### src/rtl/data_bus_arbiter.sv
// Two-master load/store arbiter in front of the single data bus controller.
// Optional WAIT-state timeout is enabled by defining RISCUIN_ARB_TIMEOUT_EN.
module data_bus_arbiter #(
    parameter int ADDR_WIDTH     = 32,
    parameter int DATA_WIDTH     = 32,
    parameter int TIMEOUT_CYCLES = 255
) (
    input  logic                  clk,
    input  logic                  rst,
    input  logic                  m0_req,
    input  logic                  m0_wr,
    input  logic [1:0]            m0_size,
    input  logic [ADDR_WIDTH-1:0] m0_addr,
    input  logic [DATA_WIDTH-1:0] m0_wdata,
    output logic                  m0_gnt,
    output logic                  m0_done,
    output logic                  m0_err,
    output logic                  m0_stall,
    input  logic                  m1_req,
    input  logic                  m1_wr,
    input  logic [1:0]            m1_size,
    input  logic [ADDR_WIDTH-1:0] m1_addr,
    input  logic [DATA_WIDTH-1:0] m1_wdata,
    output logic                  m1_gnt,
    output logic                  m1_done,
    output logic                  m1_err,
    output logic [DATA_WIDTH-1:0] rdata,
    output logic                  bus_wd,
    output logic                  bus_rd,
    output logic [1:0]            bus_size,
    output logic [ADDR_WIDTH-1:0] bus_addr,
    output logic [DATA_WIDTH-1:0] bus_wdata,
    input  logic [DATA_WIDTH-1:0] bus_rdata,
    input  logic                  bus_ready,
    input  logic                  bus_busy,
    output logic                  arb_busy
);

    // state    | meaning
    // ST_IDLE  | no access owned; arbitrate when bus_ready
    // ST_ISSUE | one-cycle wd/rd strobe to the bus controller
    // ST_WAIT  | wait for bus_ready && !bus_busy
    // ST_RESP  | done/err pulse to the owner; rotate priority
    typedef enum logic [1:0] {
        ST_IDLE  = 2'd0,
        ST_ISSUE = 2'd1,
        ST_WAIT  = 2'd2,
        ST_RESP  = 2'd3
    } state_t;

    state_t                state_q, state_d;
    logic                  owner_q, owner_d;          // 1 = m1
    logic                  last_owner_q, last_owner_d;
    logic                  wr_q, wr_d;
    logic                  err_q, err_d;
    logic [1:0]            size_q, size_d;
    logic [ADDR_WIDTH-1:0] addr_q, addr_d;
    logic [DATA_WIDTH-1:0] wdata_q, wdata_d;
    logic [DATA_WIDTH-1:0] rdata_q, rdata_d;
    logic                  bus_wd_q, bus_wd_d;
    logic                  bus_rd_q, bus_rd_d;

    logic                  any_req;
    logic                  pick_m1;
    logic                  grant;
    logic                  sel_wr;
    logic [1:0]            sel_size;
    logic [ADDR_WIDTH-1:0] sel_addr;
    logic [DATA_WIDTH-1:0] sel_wdata;
    logic                  sel_misaligned;

`ifdef RISCUIN_ARB_TIMEOUT_EN
    localparam int CNT_W = $clog2(TIMEOUT_CYCLES + 1);
    localparam logic [CNT_W-1:0] CNT_LAST = CNT_W'(TIMEOUT_CYCLES - 1);
    logic [CNT_W-1:0] wait_cnt_q, wait_cnt_d;
`else
    logic unused_timeout;
    assign unused_timeout = (TIMEOUT_CYCLES == 0);
`endif

    // Tie goes to whichever master did not own the previous access.
    assign any_req   = m0_req | m1_req;
    assign pick_m1   = m1_req & (~m0_req | ~last_owner_q);
    assign grant     = (state_q == ST_IDLE) & any_req & bus_ready & rst;
    assign sel_wr    = pick_m1 ? m1_wr    : m0_wr;
    assign sel_size  = pick_m1 ? m1_size  : m0_size;
    assign sel_addr  = pick_m1 ? m1_addr  : m0_addr;
    assign sel_wdata = pick_m1 ? m1_wdata : m0_wdata;

    always_comb begin
        sel_misaligned = 1'b0;
        case (sel_size)
            2'b01:   sel_misaligned = sel_addr[0];
            2'b10:   sel_misaligned = (sel_addr[1:0] != 2'b00);
            2'b11:   sel_misaligned = 1'b1;
            default: sel_misaligned = 1'b0;
        endcase
    end

    always_comb begin
        state_d      = state_q;
        owner_d      = owner_q;
        last_owner_d = last_owner_q;
        wr_d         = wr_q;
        err_d        = err_q;
        size_d       = size_q;
        addr_d       = addr_q;
        wdata_d      = wdata_q;
        rdata_d      = rdata_q;
        bus_wd_d     = 1'b0;
        bus_rd_d     = 1'b0;
`ifdef RISCUIN_ARB_TIMEOUT_EN
        wait_cnt_d   = wait_cnt_q;
`endif
        case (state_q)
            ST_IDLE: begin
                if (grant) begin
                    owner_d = pick_m1;
                    wr_d    = sel_wr;
                    size_d  = sel_size;
                    addr_d  = sel_addr;
                    wdata_d = sel_wdata;
                    err_d   = sel_misaligned;
                    if (sel_misaligned) begin
                        state_d = ST_RESP;
                    end else begin
                        state_d  = ST_ISSUE;
                        bus_wd_d = sel_wr;
                        bus_rd_d = ~sel_wr;
                    end
                end
            end
            ST_ISSUE: begin
                state_d = ST_WAIT;
`ifdef RISCUIN_ARB_TIMEOUT_EN
                wait_cnt_d = '0;
`endif
            end
            ST_WAIT: begin
                if (bus_ready && !bus_busy) begin
                    if (!wr_q) begin
                        rdata_d = bus_rdata;
                    end
                    state_d = ST_RESP;
                end
`ifdef RISCUIN_ARB_TIMEOUT_EN
                // Counter reaches TIMEOUT_CYCLES on this edge: abort with err.
                else if (wait_cnt_q == CNT_LAST) begin
                    err_d   = 1'b1;
                    state_d = ST_RESP;
                end else begin
                    wait_cnt_d = wait_cnt_q + CNT_W'(1);
                end
`endif
            end
            ST_RESP: begin
                last_owner_d = owner_q;
                state_d      = ST_IDLE;
            end
            default: state_d = ST_IDLE;
        endcase
    end

    always_ff @(posedge clk or negedge rst) begin
        if (!rst) begin
            state_q      <= ST_IDLE;
            owner_q      <= 1'b0;
            last_owner_q <= 1'b1;
            wr_q         <= 1'b0;
            err_q        <= 1'b0;
            size_q       <= '0;
            addr_q       <= '0;
            wdata_q      <= '0;
            rdata_q      <= '0;
            bus_wd_q     <= 1'b0;
            bus_rd_q     <= 1'b0;
`ifdef RISCUIN_ARB_TIMEOUT_EN
            wait_cnt_q   <= '0;
`endif
        end else begin
            state_q      <= state_d;
            owner_q      <= owner_d;
            last_owner_q <= last_owner_d;
            wr_q         <= wr_d;
            err_q        <= err_d;
            size_q       <= size_d;
            addr_q       <= addr_d;
            wdata_q      <= wdata_d;
            rdata_q      <= rdata_d;
            bus_wd_q     <= bus_wd_d;
            bus_rd_q     <= bus_rd_d;
`ifdef RISCUIN_ARB_TIMEOUT_EN
            wait_cnt_q   <= wait_cnt_d;
`endif
        end
    end

    assign m0_gnt    = grant & ~pick_m1;
    assign m1_gnt    = grant & pick_m1;
    assign m0_done   = (state_q == ST_RESP) & ~owner_q;
    assign m1_done   = (state_q == ST_RESP) & owner_q;
    assign m0_err    = m0_done & err_q;
    assign m1_err    = m1_done & err_q;
    assign m0_stall  = m0_req | (~owner_q & (state_q != ST_IDLE));
    assign arb_busy  = (state_q != ST_IDLE);
    assign rdata     = rdata_q;
    assign bus_wd    = bus_wd_q;
    assign bus_rd    = bus_rd_q;
    assign bus_size  = size_q;
    assign bus_addr  = addr_q;
    assign bus_wdata = wdata_q;

endmodule

### config.mk
export PLATFORM = sky130hd
export DESIGN_NAME = data_bus_arbiter
export DESIGN_NICKNAME = d
export VERILOG_FILES = /design/src/rtl/data_bus_arbiter.sv
export SDC_FILE = /design/constraint.sdc
export NUM_CORES = 1
export LEC_CHECK = 0
export BUFFER_PORTS_ARGS = -buffer_cell sky130_fd_sc_hd__buf_2
export CORE_AREA = 2 2 108 110
export CTS_BUF_LIST = sky130_fd_sc_hd__clkbuf_16
export CTS_CLUSTER_DIAMETER = 120
export CTS_CLUSTER_SIZE = 12
export DETAILED_ROUTE_END_ITERATION = 6
export DIE_AREA = 0 0 110 112
export GPL_TIMING_DRIVEN = 0
export PLACE_DENSITY_LB_ADDON = 0.08
export SKIP_CTS_REPAIR_TIMING = 1
export SLEW_MARGIN = 20
export SYNTH_ARGS = -nofsm -noshare
export SYNTH_HDL_FRONTEND = slang
export SYNTH_SLANG_ARGS = --single-unit
### constraint.sdc
create_clock -name clk -period 4.4 [get_ports clk]
set_input_delay 0.22 -clock clk [delete_from_list [all_inputs] [get_ports clk]]
set_output_delay 0.22 -clock clk [all_outputs]
set_load 0.01 [all_outputs]
==> impl_metrics.env <==
export IMPL_htreeDepth=3
export IMPL_synthSimpleGateAreaFrac=0.1525
export IMPL_ir_drop_mv=0.3134
export IMPL_vias=4387
export IMPL_crit_type="primary input to output pin"
export IMPL_synth_flop_cell="dfrtp_1"
export IMPL_power_density_nw_per_um2=645.1
export IMPL_fillers=1003
export IMPL_synthAdderAreaFrac=0.008212
export IMPL_path_delay_family="buffers and inverters"
export IMPL_grt_pass1_wl_mm=21.48
export IMPL_grtUsageTotal=0.2279
export IMPL_finalClockSkew_ps=9.299
export IMPL_core_area_um2=11170
export IMPL_synth_top_family_by_area="simple AND/OR/NAND/NOR gates"
export IMPL_synth_seq_area_share=0.5806
export IMPL_p_sw_frac=0.3470
export IMPL_rsz0062_at_grt="false"
export IMPL_yosys_area_share_xor_xnor=0
export IMPL_power_internal_uw=2742
export IMPL_post_drt_wl_per_cell_um=16.74
export IMPL_clk_latency_ps=340
export IMPL_routed_wl_mm=14.28
export IMPL_die_h_um=112
export IMPL_slowest_delay_ps=540
export IMPL_path_cells="dlygate4sd3_1, buf_6, buf_16, o2111ai_1, buf_2, buf_2, nor2_1, buf_2"
export IMPL_critPathLaunchType="primary input"
export IMPL_gp_congestion=0.8076
export IMPL_syn_cell_area_um2=4571
export IMPL_vias_per_cell=5.143
export IMPL_max_freq_ghz=0.3679
export IMPL_setup_viol=0
export IMPL_hold_viol=0
export IMPL_drt_iter0_drc=252
export IMPL_hpwl_mm=10.86
export IMPL_synth_edff_count=0
export IMPL_seq_power_share=0.404
export IMPL_post_route_period_util=0.6177
export IMPL_clockBufferDepth=2
export IMPL_die_w_um=110
export IMPL_antenna_cells=0
export IMPL_status="finished clean"
export IMPL_cts_sinks=106
export IMPL_critPathSlowestCell="dlygate4sd3_1"
export IMPL_cp_required_ps=4180
export IMPL_ys_warn_count=0
export IMPL_p_switching_uw=1457
export IMPL_power_frac_comb=0.392
export IMPL_muxShareOfSynthArea=0.08349
export IMPL_critical_path_buf_inv_count=6
export IMPL_cts_buffers=9
export IMPL_drc=0
export IMPL_async_flop_share=1.000
export IMPL_synth_distinct_cells=33
export IMPL_die_area_um2=12320
export IMPL_synth_compound_area_frac=0.1339
export IMPL_synth_top_area_frac=0.5749
export IMPL_finalWorstSetupSlack_ps=1682
export IMPL_portBuffers=279
export IMPL_pwr_share_clk=0.205
export IMPL_synth_seq_cells=106
export IMPL_maxCapViolCount=0
export IMPL_ant_nets=0
export IMPL_grt_pass1_vias=4274
export IMPL_hold_path_class="primary input to register"
export IMPL_synthCells=413
export IMPL_firstDrtPassIters=6
export IMPL_synth_most_common_cell="dfrtp_1"
export IMPL_initial_core_util=0.4090
export IMPL_tns_ps=0
export IMPL_cpMostUsedCell="buf_2"
export IMPL_grt_antenna_before_repair=0
export IMPL_grt_start_max_net_pins=80
export IMPL_place_ws_ps=2159
export IMPL_netlist_top_cells_count="dfrtp_1, nand2_1, a22oi_1, nand3_1, mux2_2"
export IMPL_period_minus_slack_ps=2718
export IMPL_cellLeakagePower_uw=0.003476
export IMPL_ios=280
export IMPL_cp_max_fo=79
export IMPL_final_max_slew_viol_count=0
export IMPL_cts_tree="done"
export IMPL_drive_gt1_frac=0.5099
export IMPL_synth_top_cell_by_area="dfrtp_1"
export IMPL_area_delta_synth_final_pct=42.40
export IMPL_arrival_ps=2500
export IMPL_synth_area_top_cells="dfrtp_1, a22oi_1, mux2_2"
export IMPL_synth_avg_cell_area_um2=11.07
export IMPL_clkTransAtPathRegs_ps=70
export IMPL_worst_slew_pin_slew_ps=607.2
export IMPL_nets=880
export IMPL_syn_nets=588
export IMPL_crit_path_end_kind="output pin"
export IMPL_ff_latch_area_um2=2654
export IMPL_row_count=39
export IMPL_slew_headroom=0.5943
export IMPL_overflow=0
export IMPL_cts_root_buf="clkbuf_16"
export IMPL_multi_input_area_um2=1728
-- final timing paths --
path / start / endpoint / slack, ps / cells past startpoint
min in group asynchronous: rst / bus_wdata[24] / 310 / 2
min: m0_wdata[14] / bus_wdata[14] / 90 / 3
min reg2reg: rdata[11] / rdata[11] / 500 / 1
max reg2reg: state_q[0] / bus_addr[25] / 2440 / 8
max: rst / m0_gnt / 1680 / 8
max in group asynchronous: rst / bus_addr[1] / 3410 / 3
-- kinds of logic after synthesis --
| logic type | count (synthesis) |
|---|---|
| buffers and inverters | 35 |
| adders and majority gates | 3 |
| DFF | 106 |
| muxes | 34 |
| AOI/OAI and AO/OA | 81 |
| and+or+nand+nor | 154 |
-- metrics by stage --
stage | hold slack [ps] | instance area (um2) | total power [uW] | cells | util
6_report | 86.21 | 6509 | 4199 | 853 | 0.5825
5_1_grt | 86.85 | 6509 | 4485 | 853 | 0.5825
4_1_cts | -250.9 | 6499 | 4244 | 852 | 0.5816
3_5_place_dp | 112.7 | 6180 | 3376 | 836 | 0.5530
3_3_place_gp | 432.9 | 6146 | 3316 | 835 | 0.5500
2_1_floorplan | -75.59 | 4571 | 2605 | 413 | -
-- power by group through the flow --
stage                     clock (uW)  sequential (uW)  combinational [uW]
after floorplan                    0             1900                 703
after global placement             0             1680                1630
after detailed placement           0             1700                1670
after CTS                        875             1690                1670
after global routing             920             1750                1820
final                            859             1700                1640
-- tightest hold or removal path: cells and delay by family --
kind | cells | cell delay, ps
simple gates | 2 | 100
buf+inv | 1 | 80
-- area by class of cell --
class | count | area share
Tap cell | 143 | 0.02749
Inverter | 3 | 0.001730
Sequential cell | 106 | 0.4077
Buffer | 32 | 0.02730
Timing Repair Buffer | 281 | 0.2213
Multi-Input combinational cell | 272 | 0.2655
Clock buffer | 9 | 0.03460
Clock inverter | 7 | 0.01442
-- flip-flops by register name (all words and copies together), names as in the netlist, 2 cells and up --
name       count
rdata         32
bus_size       2
bus_wdata     32
state_q        2
bus_addr      32
-- cells in the final DEF (no fill, tap or decap), types with 2 or more instances in the layout --
master and n:
nor2b_1 2, o21a_1 3, bufinv_16 2, mux2_2 33, nand3_1 63, nand2_1 73
a31oi_1 4, clkinv_2 2, dfrtp_1 105, o221ai_1 2, clkbuf_1 4, buf_2 297
ha_1 3, clkinvlp_4 2, clkbuf_16 9, a22oi_1 63, inv_1 3, and2_1 2
nor2_1 8, buf_4 9
-- metal layers --
| metal | vias to the layer above | wire length (um) | track usage |
|---|---|---|---|
| met2 | 207 | 7244 | 0.3963 |
| met4 | 0 | 172 | 0.05992 |
| met3 | 12 | 1263 | 0.06148 |
| met5 | - | 0 | 0 |
| li1 | 2066 | - | - |
| met1 | 2102 | 5599 | 0.2761 |
(Power assumes the default switching activity.)
